<file path="config.mk">
export PLATFORM = sky130hd
export DESIGN_NAME = ctx_mem_bus_arbiter
export DESIGN_NICKNAME = d
export VERILOG_FILES = /design/src/rtl/ctx_mem_bus_arbiter_pkg.sv /design/src/rtl/ctx_mem_owner_fifo.sv /design/src/rtl/ctx_mem_bus_arbiter.sv
export SDC_FILE = /design/constraint.sdc
export NUM_CORES = 1
export LEC_CHECK = 0
export ABC_AREA = 1
export CORE_AREA = 10 10 124 126
export DETAILED_ROUTE_END_ITERATION = 8
export DIE_AREA = 0 0 134 136
export PLACE_DENSITY = 0.73
export SYNTH_ARGS = -nofsm -noshare
export SYNTH_HDL_FRONTEND = slang
export SYNTH_HIERARCHICAL = 1
export SYNTH_SLANG_ARGS = --single-unit
</file>
<file path="constraint.sdc">
create_clock -name clk_i -period 4.3 [get_ports clk_i]
set_input_delay 0.86 -clock clk_i [delete_from_list [all_inputs] [get_ports clk_i]]
set_output_delay 0.86 -clock clk_i [all_outputs]
set_load 0.02 [all_outputs]
</file>
<file path="src/rtl/ctx_mem_bus_arbiter_pkg.sv">
`default_nettype none
// ============================================================================
// Module   : ctx_mem_arb_pkg
// Purpose  : Shared types and constants for the ctx/core data-memory arbiter.
// Revision : 1.0 - initial release
// ============================================================================
package ctx_mem_arb_pkg;

  // Owner tag carried through the owner queue so that each response can be
  // steered back to the master that issued the request.
  typedef enum logic [1:0] {
    OWN_CORE   = 2'd0,
    OWN_CTX_WR = 2'd1,
    OWN_CTX_RD = 2'd2
  } owner_e;

  localparam int OWNER_W = 2;

  // Context save/restore always moves whole words.
  localparam logic [3:0] CTX_BE_FULL = 4'hF;

endpackage
`default_nettype wire

</file>
<file path="src/rtl/ctx_mem_owner_fifo.sv">
`default_nettype none
// ============================================================================
// Module   : ctx_mem_owner_fifo
// Purpose  : Small synchronous FIFO holding the owner tag of every issued,
//            not yet answered memory transaction.
// Revision : 1.0 - initial release
// ============================================================================
module ctx_mem_owner_fifo #(
  parameter int DEPTH = 2,
  parameter int WIDTH = 2
) (
  input  logic             clk_i,
  input  logic             rst_i,
  input  logic             push_i,
  input  logic [WIDTH-1:0] push_data_i,
  input  logic             pop_i,
  output logic             full_o,
  output logic             empty_o,
  output logic [WIDTH-1:0] head_o
);

  localparam int PTR_W = (DEPTH > 1) ? $clog2(DEPTH) : 1;
  localparam int CNT_W = $clog2(DEPTH) + 1;
  localparam logic [PTR_W-1:0] C_LAST_PTR = PTR_W'(DEPTH - 1);
  localparam logic [CNT_W-1:0] C_DEPTH    = CNT_W'(DEPTH);

  logic [WIDTH-1:0] r_mem [DEPTH];
  logic [PTR_W-1:0] r_wr_ptr;
  logic [PTR_W-1:0] r_rd_ptr;
  logic [CNT_W-1:0] r_count;

  logic w_push;
  logic w_pop;

  assign full_o  = (r_count == C_DEPTH);
  assign empty_o = (r_count == '0);
  assign head_o  = r_mem[r_rd_ptr];

  // Overflow and underflow requests are dropped rather than corrupting state.
  assign w_push = push_i & ~full_o;
  assign w_pop  = pop_i & ~empty_o;

  // Storage, pointers (wrapping modulo DEPTH) and occupancy count.
  always_ff @(posedge clk_i or posedge rst_i) begin
    if (rst_i) begin
      r_wr_ptr <= '0;
      r_rd_ptr <= '0;
      r_count  <= '0;
      for (int i = 0; i < DEPTH; i++) begin
        r_mem[i] <= '0;
      end
    end else begin
      if (w_push) begin
        r_mem[r_wr_ptr] <= push_data_i;
        r_wr_ptr        <= (r_wr_ptr == C_LAST_PTR) ? '0 : r_wr_ptr + 1'b1;
      end
      if (w_pop) begin
        r_rd_ptr <= (r_rd_ptr == C_LAST_PTR) ? '0 : r_rd_ptr + 1'b1;
      end
      if (w_push && !w_pop) begin
        r_count <= r_count + 1'b1;
      end else if (w_pop && !w_push) begin
        r_count <= r_count - 1'b1;
      end
    end
  end

endmodule
`default_nettype wire

</file>
<file path="src/rtl/ctx_mem_bus_arbiter.sv">
`default_nettype none
// ============================================================================
// Module   : ctx_mem_bus_arbiter
// Purpose  : Shares one OBI data-memory port between the core LSU and the
//            RTOS context save/restore channels, with a stall-stable locked
//            grant, bounded ctx starvation and in-order response routing.
// Revision : 1.0 - initial release
// ============================================================================
module ctx_mem_bus_arbiter
  import ctx_mem_arb_pkg::*;
#(
  parameter int MAX_OUTSTANDING  = 2,
  parameter int CTX_STARVE_LIMIT = 4
) (
  input  logic        clk_i,
  input  logic        rst_i,
  // core LSU
  input  logic        core_req_i,
  output logic        core_gnt_o,
  input  logic        core_we_i,
  input  logic [3:0]  core_be_i,
  input  logic [31:0] core_addr_i,
  input  logic [31:0] core_wdata_i,
  output logic        core_rvalid_o,
  output logic [31:0] core_rdata_o,
  // ctx save channel
  input  logic        ctx_wr_valid_i,
  output logic        ctx_wr_ready_o,
  input  logic [31:0] ctx_wr_addr_i,
  input  logic [31:0] ctx_wr_data_i,
  // ctx restore channel
  input  logic        ctx_rd_valid_i,
  output logic        ctx_rd_ready_o,
  input  logic [31:0] ctx_rd_addr_i,
  output logic        ctx_rd_resp_valid_o,
  output logic [31:0] ctx_rd_data_o,
  // memory side
  output logic        mem_req_o,
  input  logic        mem_gnt_i,
  output logic        mem_we_o,
  output logic [3:0]  mem_be_o,
  output logic [31:0] mem_addr_o,
  output logic [31:0] mem_wdata_o,
  input  logic        mem_rvalid_i,
  input  logic [31:0] mem_rdata_i
);

  localparam int STARVE_W = $clog2(CTX_STARVE_LIMIT + 1);
  localparam logic [STARVE_W-1:0] C_STARVE_LIMIT = STARVE_W'(CTX_STARVE_LIMIT);

  logic                r_lock;
  owner_e              r_lock_src;
  logic [STARVE_W-1:0] r_starve_cnt;

  owner_e              w_sel;
  logic                w_sel_valid;
  logic                w_ctx_pend;
  logic                w_grant;
  logic                w_fifo_full;
  logic                w_fifo_empty;
  logic [OWNER_W-1:0]  w_fifo_head;
  owner_e              w_head_owner;
  logic                w_pop;

  assign w_ctx_pend = ctx_wr_valid_i | ctx_rd_valid_i;

  // Source selection: a stalled request keeps the bus; otherwise a starved
  // ctx request is forced once, else core > ctx_wr > ctx_rd.
  always_comb begin
    w_sel       = OWN_CORE;
    w_sel_valid = 1'b0;
    if (r_lock) begin
      w_sel = r_lock_src;
      case (r_lock_src)
        OWN_CORE:   w_sel_valid = core_req_i;
        OWN_CTX_WR: w_sel_valid = ctx_wr_valid_i;
        OWN_CTX_RD: w_sel_valid = ctx_rd_valid_i;
        default:    w_sel_valid = 1'b0;
      endcase
    end else if ((r_starve_cnt == C_STARVE_LIMIT) && w_ctx_pend) begin
      w_sel       = ctx_wr_valid_i ? OWN_CTX_WR : OWN_CTX_RD;
      w_sel_valid = 1'b1;
    end else if (core_req_i) begin
      w_sel       = OWN_CORE;
      w_sel_valid = 1'b1;
    end else if (ctx_wr_valid_i) begin
      w_sel       = OWN_CTX_WR;
      w_sel_valid = 1'b1;
    end else if (ctx_rd_valid_i) begin
      w_sel       = OWN_CTX_RD;
      w_sel_valid = 1'b1;
    end
  end

  // A full owner queue blocks issue even when a response pops this cycle,
  // so the request path never depends on mem_rvalid_i.
  assign mem_req_o = w_sel_valid & ~w_fifo_full & ~rst_i;
  assign w_grant   = mem_req_o & mem_gnt_i;

  assign core_gnt_o     = w_grant & (w_sel == OWN_CORE);
  assign ctx_wr_ready_o = w_grant & (w_sel == OWN_CTX_WR);
  assign ctx_rd_ready_o = w_grant & (w_sel == OWN_CTX_RD);

  // Request mux; idle bus is driven to zero.
  always_comb begin
    mem_we_o    = 1'b0;
    mem_be_o    = 4'h0;
    mem_addr_o  = 32'h0;
    mem_wdata_o = 32'h0;
    if (mem_req_o) begin
      case (w_sel)
        OWN_CORE: begin
          mem_we_o    = core_we_i;
          mem_be_o    = core_be_i;
          mem_addr_o  = core_addr_i;
          mem_wdata_o = core_wdata_i;
        end
        OWN_CTX_WR: begin
          mem_we_o    = 1'b1;
          mem_be_o    = CTX_BE_FULL;
          mem_addr_o  = ctx_wr_addr_i;
          mem_wdata_o = ctx_wr_data_i;
        end
        OWN_CTX_RD: begin
          mem_we_o    = 1'b0;
          mem_be_o    = CTX_BE_FULL;
          mem_addr_o  = ctx_rd_addr_i;
          mem_wdata_o = 32'h0;
        end
        default: begin
          mem_we_o    = 1'b0;
        end
      endcase
    end
  end

  // Lock follows a stalled request; any grant or dropped request releases it.
  always_ff @(posedge clk_i or posedge rst_i) begin
    if (rst_i) begin
      r_lock     <= 1'b0;
      r_lock_src <= OWN_CORE;
    end else if (mem_req_o && !mem_gnt_i) begin
      r_lock     <= 1'b1;
      r_lock_src <= w_sel;
    end else begin
      r_lock     <= 1'b0;
    end
  end

  // Count core grants taken while ctx waits, saturating at the limit.
  always_ff @(posedge clk_i or posedge rst_i) begin
    if (rst_i) begin
      r_starve_cnt <= '0;
    end else if (!w_ctx_pend || ctx_wr_ready_o || ctx_rd_ready_o) begin
      r_starve_cnt <= '0;
    end else if (core_gnt_o && (r_starve_cnt != C_STARVE_LIMIT)) begin
      r_starve_cnt <= r_starve_cnt + 1'b1;
    end
  end

  ctx_mem_owner_fifo #(
    .DEPTH (MAX_OUTSTANDING),
    .WIDTH (OWNER_W)
  ) u_owner_fifo (
    .clk_i       (clk_i),
    .rst_i       (rst_i),
    .push_i      (w_grant),
    .push_data_i (w_sel),
    .pop_i       (w_pop),
    .full_o      (w_fifo_full),
    .empty_o     (w_fifo_empty),
    .head_o      (w_fifo_head)
  );

  assign w_head_owner = owner_e'(w_fifo_head);

  // A response with nothing outstanding is ignored (no pop, no pulse).
  assign w_pop = mem_rvalid_i & ~w_fifo_empty & ~rst_i;

  assign core_rvalid_o       = w_pop & (w_head_owner == OWN_CORE);
  assign ctx_rd_resp_valid_o = w_pop & (w_head_owner == OWN_CTX_RD);
  assign core_rdata_o        = mem_rdata_i;
  assign ctx_rd_data_o       = mem_rdata_i;

  // Flag responses that arrive with no outstanding transaction.
  always @(posedge clk_i) begin
    if (!rst_i && mem_rvalid_i) begin
      assert (!w_fifo_empty)
        else $warning("ctx_mem_bus_arbiter: rvalid with no outstanding transaction, ignored");
    end
  end

endmodule
`default_nettype wire

</file>
Word-level counts from Yosys, hierarchy flattened
Cells that the tools add are included.

word-level totals
  word-level logic and storage cells = 94
  input bits = 204
  output and inout bits = 139
  register bits after elaboration = 14

cells by class
  muxes and demuxes = 33
  reductions and logical operators = 19
  eq/ne operators = 8
  bitwise logic cells = 18
  add/sub/neg operators = 5
  magnitude comparators = 3

operator list
  operator                                              number
  one-hot mux 32 bit (3 select lines)                   1
  two-way mux 32 bit                                    2
  one-hot mux 32 bit (2 select lines)                   1
  two-way mux 2 bit                                     12
  AND 1 bit                                             12
  two-way mux 1 bit                                     9
  equality test 2 bit (second input constant)           4
  logical NOT 2 bit                                     4
  one-hot mux 4 bit (2 select lines)                    1
  logical AND 1 bit                                     6
  two-way mux 3 bit                                     2
  bitwise mux 4 bit                                     1
  equality test 2 x 1 -> 1 bit (second input constant)  2
  >= comparator 2 bit (second input constant)           2
  logical NOT 1 bit                                     4
  two-way mux 4 bit                                     1
  inverter 1 -> 2 bit                                   2
  nonzero test 2 bit                                    2
  adder 3 x 1 -> 3 bit (second input constant)          1
  equality test 3 bit (second input constant)           1
  != test 3 bit (second input constant)                 1
  inverter 1 bit                                        3
  one-hot mux 1 bit (3 select lines)                    1
  adder 1 bit (second input constant)                   2
  other kinds (8)                                       9

Longest topological paths before layout
Gate-level depths: netlist of run 1.

  word-level depth = 13
  gate-level depth with buffers = 16

Hierarchy
Netlist of run 1, hierarchy kept.

modules (own cells, without submodules)
  module               area an instance (µm²)  cells an instance  instances
  ctx_mem_bus_arbiter  2558.7                  403                1
  ctx_mem_owner_fifo   425.4                   54                 1

Worst setup path after synthesis of run 1
OpenSTA, ideal clock, no wires.

  path type = input to output
  start = in core_req_i
  end = out mem_wdata_o[21]
  stages = 10
  setup slack = 0.796 ns
  path buffers = 3
  arrival = 2.644 ns
  cells stage by stage = inv_1 > o211ai_1 > o21ai_0 > inv_1 > ha_1 > clkbuf_1 > buf_2 > clkbuf_1 > nand2_1 > a21oi_1

between the ends
  word-level cells in the longest chain between the ends = 6

ends and longest elaborated chain
  what                                                               line                        RTL
  start: declaration                                                 ctx_mem_bus_arbiter.sv:18   input logic core_req_i,
  two-way mux 2 bit *                                                ctx_mem_bus_arbiter.sv:83   end else if (core_req_i) begin
  two-way mux 2 bit *                                                ctx_mem_bus_arbiter.sv:80   end else if ((r_starve_cnt == C_STARVE_LIMIT) && w_ctx_pend) begin
  two-way mux 2 bit *                                                ctx_mem_bus_arbiter.sv:72   if (r_lock) begin
  net w_sel[0]                                                       ctx_mem_bus_arbiter.sv:55   owner_e w_sel;
  equality test 2 x 1 -> 1 bit or logical NOT 2 bit (tied branches)  ctx_mem_bus_arbiter.sv:111  case (w_sel)
  one-hot mux 32 bit (2 select lines) *                              ctx_mem_bus_arbiter.sv:111
  two-way mux 32 bit *                                               ctx_mem_bus_arbiter.sv:110  if (mem_req_o) begin
  end: declaration                                                   ctx_mem_bus_arbiter.sv:43   output logic [31:0] mem_wdata_o,

Mark *: on every way through the listed nets, which the timed path passes. The rest lies on a longest branch.

Worst setup path after layout of run 1
  start = in core_req_i
  end = out mem_addr_o[8]

between the ends
  word-level cells in the longest chain between the ends = 6

ends and longest elaborated chain
  what                                               line                        RTL
  two-way mux 2 bit *                                ctx_mem_bus_arbiter.sv:83
  two-way mux 2 bit *                                ctx_mem_bus_arbiter.sv:80
  two-way mux 2 bit *                                ctx_mem_bus_arbiter.sv:72
  net w_sel[1]                                       ctx_mem_bus_arbiter.sv:55
  equality test 2 bit, or another cell as far along  ctx_mem_bus_arbiter.sv:111
  one-hot mux 32 bit (3 select lines) *              ctx_mem_bus_arbiter.sv:111
  two-way mux 32 bit *                               ctx_mem_bus_arbiter.sv:110
  end: declaration                                   ctx_mem_bus_arbiter.sv:42   output logic [31:0] mem_addr_o,

Marked as above.

==> flow_summary.toml, run 1 <==
[status]
status = "finished clean"

[clock_network]
holdBufCountCts = 0
cts_tree = "done"
numClockSinks = 14
clk_latency_ps = 250
cts_buffers = 3
clock_path_buffers = 2
path_clk_slew_ps = 50
cts_resized = 0
root_buffer = "clkbuf_16"
post_cts_buffers = 0
cts_max_level = 1

[route]
detailedRoute.firstIterationViolations = 132
wirelength_um = 14200
route.detailed.drc = 0
post_drt_wl_per_cell_um = 17.7
ant_nets = 0
via_per_inst = 4.32
vias = 3473
first_pass_iters = 4

[yosys]
yosysWarnings = 6
synthesis.area_sq_um = 2980
synth_nets = 668
synthCells = 457
ys_types = 29
synth-seq-cells = 14
ys_seq_area_frac = 0.117
synth_area_per_cell_sq_um = 6.53

[power]
ir_drop_mv = 0.121
p_leak_nw = 2.15
p_per_area_nw_per_um2 = 350
finalPower_w = 0.00187

[cells_and_area]
finalNonFillerCells = 804
final_common_cell = "clkdlybuf4s50_1"
drive_gt1_frac = 0.0892
nets = 840
diodes = 0
syn_to_final_growth_pct = 78.4
layout_common_cells = "234 x clkdlybuf4s50_1, 201 x nand2_1, 37 x a21oi_1"

[global_routing]
grt_pass1_wl_um = 20800
antenna_found_initial = 0
grt_overflow = 0
grt_use_total = 0.144
grt_pass1_vias = 3463
grt_max_degree = 46

[worst_hold_path]
hp-start = "u_owner_fifo/r_mem[0]"
hold_end = "u_owner_fifo/r_mem[0]"
hp-class = "register to register"
min_path_cells = 2

[timing]
slew_headroom = 0.745
hold_viol = 0
max_freq_mhz = 238
finClkSkew_ps = 1.63
setup_viol = 0
rsz0062_at_grt = "false"
fin_crit_sh = 0.976
worst_pin_slew_ps = 383
finalSetupTns_ps = 0
min_period_ps = 4200
drv_slew = 0

[placement]
io_buffers = 246
dp_cells = 800
hpwl_um = 12200
gp_congestion = 0.831

[floorplan]
die_x_um = 134
ios = 343
fp.coreArea_sq_um = 13000
start_util = 0.230
fp-row-count = 42
die_area_sq_um = 18200
die_h_um = 136

[setup_path]
r2r_slack_ps = 1850
r2r-end = "r_starve_cnt[1]"
r2r_cells = 14
crit_required_ps = 3440
path_cells = "clkdlybuf4s50_1 -> inv_1 -> nor2_1 -> o21a_1 -> inv_1 -> ha_1 -> or2_4 -> buf_12 -> a31oi_4 -> clkdlybuf4s50_1"
critical_path_arrival_ps = 3340
cp-end-kind = "output pin"
timing.rr.start = "r_starve_cnt[0]"
start_kind = "primary input"
slowest_delay_ps = 650
worstPathMaxFanout = 20
crit_slowest_cell = "clkdlybuf4s50_1"
worstSetupPathType = "primary input to output pin"

[flow_run]
cap_violations = 0
## sequential cells by signal, summed over array words and instances, names as in the netlist
| signal | flops |
|---|---|
| r_starve_cnt | 3 |
| r_lock_src | 2 |
| u_owner_fifo/r_rd_ptr | 1 |
| u_owner_fifo/r_wr_ptr | 1 |
| r_lock | 1 |
| u_owner_fifo/r_mem | 4 |
| u_owner_fifo/r_count | 2 |
## metrics by stage
step           utilization  worst slack, ps  hold WS (ps)  area (sq um)
6_report             0.410              104           473          5320
5_1_grt              0.410             2.59           524          5320
4_1_cts              0.409             96.2           480          5310
3_5_place_dp         0.402              116           468          5220
3_3_place_gp         0.402              127           465          5220
2_1_floorplan            -              796           442          2980
## kinds of logic (layout without fill, tap and decap cells)
| group | after synthesis | after routing | synth area share |
|---|---|---|---|
| AO/OA/AOI/OAI | 76 | 76 | 0.277 |
| XOR/XNOR | 2 | 2 | 0.00587 |
| adder cells (fa/ha/maj) | 7 | 7 | 0.0293 |
| buffers and inverters | 118 | 289 | 0.245 |
| flip-flops | 14 | 14 | 0.117 |
| AND/OR/NAND/NOR | 240 | 240 | 0.325 |
## final cells by class
cell class	count	area (sq um)
well taps	176	220
clock buffers	4	88.8
flip-flops and latches	14	350
repair buffers	257	2650
multi-input cells	325	1910
inverters	28	105
fillers	1318	7660
## per-layer routing
layer | GRT usage | vias up | part of all wire
li1 | - | 1739 | -
met3 | 0.0520 | 40 | 0.098
met4 | 0.0599 | 0 | 0.037
met2 | 0.246 | 191 | 0.49
met5 | 0 | - | 0
met1 | 0.158 | 1503 | 0.38
## worst max-delay path, delay by kind of cell
kind / cells / cell delay, ps
adder cells (fa/ha/maj): 1 / 190
AND/OR/NAND/NOR: 2 / 370
AO/OA/AOI/OAI: 2 / 340
buffers and inverters: 5 / 1540
## cell usage after synthesis
cell type	number	area [sq um]
dfrtp_1	14	350
a21oi_1	37	185
buf_6	2	22.5
o21ai_0	4	20.0
buf_12	2	40.0
nand3_2	2	20.0
or2_1	1	6.26
buf_2	1	5.00
inv_1	27	101
nand2_4	2	22.5
nand3b_1	1	7.51
nor2_1	14	52.6
clkbuf_1	21	78.8
nor3b_1	1	7.51
nor3_1	2	10.0
a21oi_4	1	16.3
o211ai_1	1	7.51
a31oi_4	26	553
nand3_1	9	45.0
nor2_2	1	6.26
nand4_1	6	37.5
buf_4	64	480
nand2_1	201	754
a31oi_1	6	37.5
o21a_1	1	7.51
inv_2	1	3.75
xor2_1	1	8.76
ha_1	7	87.6
xnor2_1	1	8.76
## report_power, final
part           internal (W)  switching, W  leakage (nW)  total [W]
logic              0.000649      0.000787          1.93    0.00144
registers          0.000183     0.0000486         0.183   0.000231
clock network      0.000141     0.0000563        0.0442   0.000197
## how the worst max path moves through the flow
stage	start	to	slack, ps	cells past startpoint
after floorplan	core_req_i	mem_wdata_o[21]	800	10
after global placement	core_req_i	mem_wdata_o[1]	130	10
after detailed placement	core_req_i	mem_wdata_o[1]	120	10
after CTS	core_req_i	mem_wdata_o[1]	100	10
after global routing	core_req_i	mem_addr_o[8]	3	10
final	core_req_i	mem_addr_o[8]	100	10
(Power assumes the default switching activity.)
==> run 2, diff against run 1 <==
ABC_AREA = 0   (was 1)
CORE_AREA = 10 10 126 128   (was 10 10 124 126)
DIE_AREA = 0 0 136 138   (was 0 0 134 136)
PLACE_DENSITY = 0.67   (was 0.73)
==> run 2 against run 1 <==
Global-route usage decreased by 0.58 points. Sequential power is 3% higher. Power fell by 6.2%. Maximum frequency grew 0.83%. Hold slack gained 25 ps. Combinational power decreased by 8%. Sequential share of layout area up 0.46 points. Synthesized cell count decreased by 31%.
==> flow_summary.toml, run 2 <==
[status]
status = "finished clean"

[route]
via_per_inst = 4.74
detailedRoute.firstIterationViolations = 354
wirelength_um = 14600
ant_nets = 0
first_pass_iters = 8
post_drt_wl_per_cell_um = 21.5
route.detailed.drc = 0
vias = 3230

[clock_network]
cts_tree = "done"
path_clk_slew_ps = 50
root_buffer = "clkbuf_16"
numClockSinks = 14
clk_latency_ps = 240
clock_path_buffers = 2
cts_max_level = 1
cts_buffers = 3
post_cts_buffers = 0

[global_routing]
grt_max_degree = 36
grt_overflow = 0
grt_use_total = 0.138
antenna_found_initial = 0
grt_pass1_vias = 3312
grt_pass1_wl_um = 20800

[power]
clockPowerShare = 0.111
pwr-share-comb = 0.752
ir_drop_mv = 0.241
pwr-share-seq = 0.136
p_leak_nw = 2.41
p_int_w = 0.000992
p_per_area_nw_per_um2 = 352
switchingPower_w = 0.000758
power.share.switching = 0.433

[setup_path]
cp-end-kind = "output pin"
worstPathMaxFanout = 33
crit_required_ps = 3440
timing.rr.start = "u_owner_fifo/r_count[0]"
start_kind = "primary input"
worstSetupPathType = "primary input to output pin"
crit_path_start = "ctx_wr_valid_i"
critical_path_arrival_ps = 3300

[yosys]
synth-edff-count = 0
async_flop_share = 1.00
synth_top_family_by_area = "compound AO/OA/AOI/OAI gates"
yosys.area.top_type = "buf_4"
synthMostInstantiatedCell = "buf_4"
synth_xor_xnor_area_share = 0.0177
synthesis.area_sq_um = 2480
synth.area.top_cells = "buf_4 19%, dfrtp_1 14%, a222oi_1 13%"
synth_top_area_share = 0.194
synth_compound_area_frac = 0.278
synth_nets = 528
ys_seq_area_frac = 0.141
yosys.area_share.adder = 0.0353
synthCells = 317
synth_area_per_cell_sq_um = 7.82
synth_common_cells = "64 x buf_4, 63 x nor2_1, 32 x a222oi_1, 32 x a22oi_1, 19 x clkbuf_1"
synthSimpleGateAreaFrac = 0.209
yosysWarnings = 6
synth_ff_type = "dfrtp_1"
synth-seq-cells = 14
muxShareOfSynthArea = 0.0464
ys_types = 43

[floorplan]
die_area_sq_um = 18800
die_x_um = 136
die_h_um = 138
fp.coreArea_sq_um = 13500
start_util = 0.184
ios = 343
fp-row-count = 43

[cells_and_area]
nets = 714
final_common_cell = "clkdlybuf4s50_1"
largest_reg_flops = 4
syn_to_final_growth_pct = 101
top_regs = "u_owner_fifo/r_mem x4, r_starve_cnt x3"
diodes = 0
layout_common_cells = "211 x clkdlybuf4s50_1, 63 x nor2_1, 32 x a222oi_1, 32 x a22oi_1, 29 x dlymetal6s2s_1"
final_util = 0.368
drive_gt1_frac = 0.133
regMostFlops = "u_owner_fifo/r_mem"

[timing]
hold_viol = 0
min_period_ps = 4160
rsz0062_at_grt = "false"
drv_slew = 0
finClkSkew_ps = 1.87
worst_pin_slew_ps = 444
setup_viol = 0
max_freq_mhz = 240
slew_headroom = 0.702
fin_crit_sh = 0.968
finalSetupTns_ps = 0

[placement]
gp_congestion = 0.920
hpwl_um = 12200
io_buffers = 246

[worst_hold_path]
hp-class = "register to register"
hp-start = "u_owner_fifo/r_wr_ptr"

[flow_run]
cap_violations = 0
[run 2: cell count changes after synthesis, sizes merged, moves of 31 or more]
| cell | delta |
|---|---|
| nand2 | -198 |
| nor2 | +58 |
| a222oi | +32 |
| a22oi | +32 |
| a31oi | -32 |
| a21oi | -31 |
[run 2: critical path: stages]
cell and delay (ps):
clkdlybuf4s50_1 530, buf_4 150, nand2_1 60, o221a_1 240
buf_4 170, or2_2 330, buf_12 180, nor2_1 120
clkdlybuf4s50_1 640
[run 2: kinds of logic (layout without fill, tap and decap cells)]
| kind of cell | after synthesis | after routing |
|---|---|---|
| AND/OR/NAND/NOR | 98 | 98 |
| multiplexers | 9 | 9 |
| adder cells (fa/ha/maj) | 7 | 7 |
| flip-flops | 14 | 14 |
| buffers and inverters | 102 | 287 |
| AO/OA/AOI/OAI | 82 | 82 |
| XOR/XNOR | 5 | 5 |
[run 2: final cells by class]
type / instances / area, sq um
clock buffer: 4 / 88.8
fill: 1341 / 8530
inverter: 10 / 37.5
multi-input combinational: 201 / 1470
sequential: 14 / 350
tap: 180 / 225
timing repair buffer: 273 / 2800
[run 2: final timing paths]
| kind | to | slack, ps | cells after the start |
|---|---|---|---|
| min | u_owner_fifo/r_wr_ptr | 500 | 1 |
| max reg2reg | u_owner_fifo/r_count[1] | 1660 | 13 |
| max | mem_wdata_o[4] | 140 | 9 |
| min in group asynchronous | r_lock_src[1] | 930 | 2 |
| max in group asynchronous | u_owner_fifo/r_mem[2] | 3120 | 2 |
| min reg2reg | u_owner_fifo/r_wr_ptr | 500 | 1 |
[run 2: through the flow]
stage | cell area, sq um | hold WS [ps] | setup WS [ps] | cells | total power (W)
floorplan | 2480 | 465 | 574 | 317 | 0.00103
global placement | 4800 | 484 | 29.6 | 678 | 0.00154
detailed placement | 4800 | 492 | -60.0 | 678 | 0.00157
CTS | 4890 | 501 | 7.52 | 682 | 0.00178
global route | 4970 | 522 | 42.7 | 682 | 0.00186
finish | 4970 | 498 | 139 | 682 | 0.00175
[run 2: per-layer routing]
layer / global-route usage / vias to the layer above / wire (um)
met3: 0.0344 / 13 / 1350
li1: - / 1477 / -
met1: 0.143 / 1516 / 4930
met5: 0 / - / 0
met4: 0.0202 / 0 / 161
met2: 0.271 / 224 / 8190
[run 2: timing repair]
item,4_1_cts,5_1_grt
pin swaps,0,0
hold buffers,0,0
setup endpoints to repair,34,61
cloned,0,0
endpoints found under the hold margin,0,0
resized for setup,2,31
[run 2: power by group through the flow]
| stage | Sequential, W | Clock [W] | Combinational, W |
|---|---|---|---|
| 6_report | 0.000239 | 0.000195 | 0.00132 |
| 5_1_grt | 0.000247 | 0.000202 | 0.00141 |
| 4_1_cts | 0.000238 | 0.000199 | 0.00134 |
| 3_5_place_dp | 0.000238 | 0 | 0.00133 |
| 3_3_place_gp | 0.000232 | 0 | 0.00131 |
| 2_1_floorplan | 0.000223 | 0 | 0.000804 |
==> run 3, diff against run 2 <==
CTS_CLUSTER_DIAMETER = 50   (was not set)
==> results of run 3 <==
The final DEF is identical to that of run 2; final timing and power are the same.
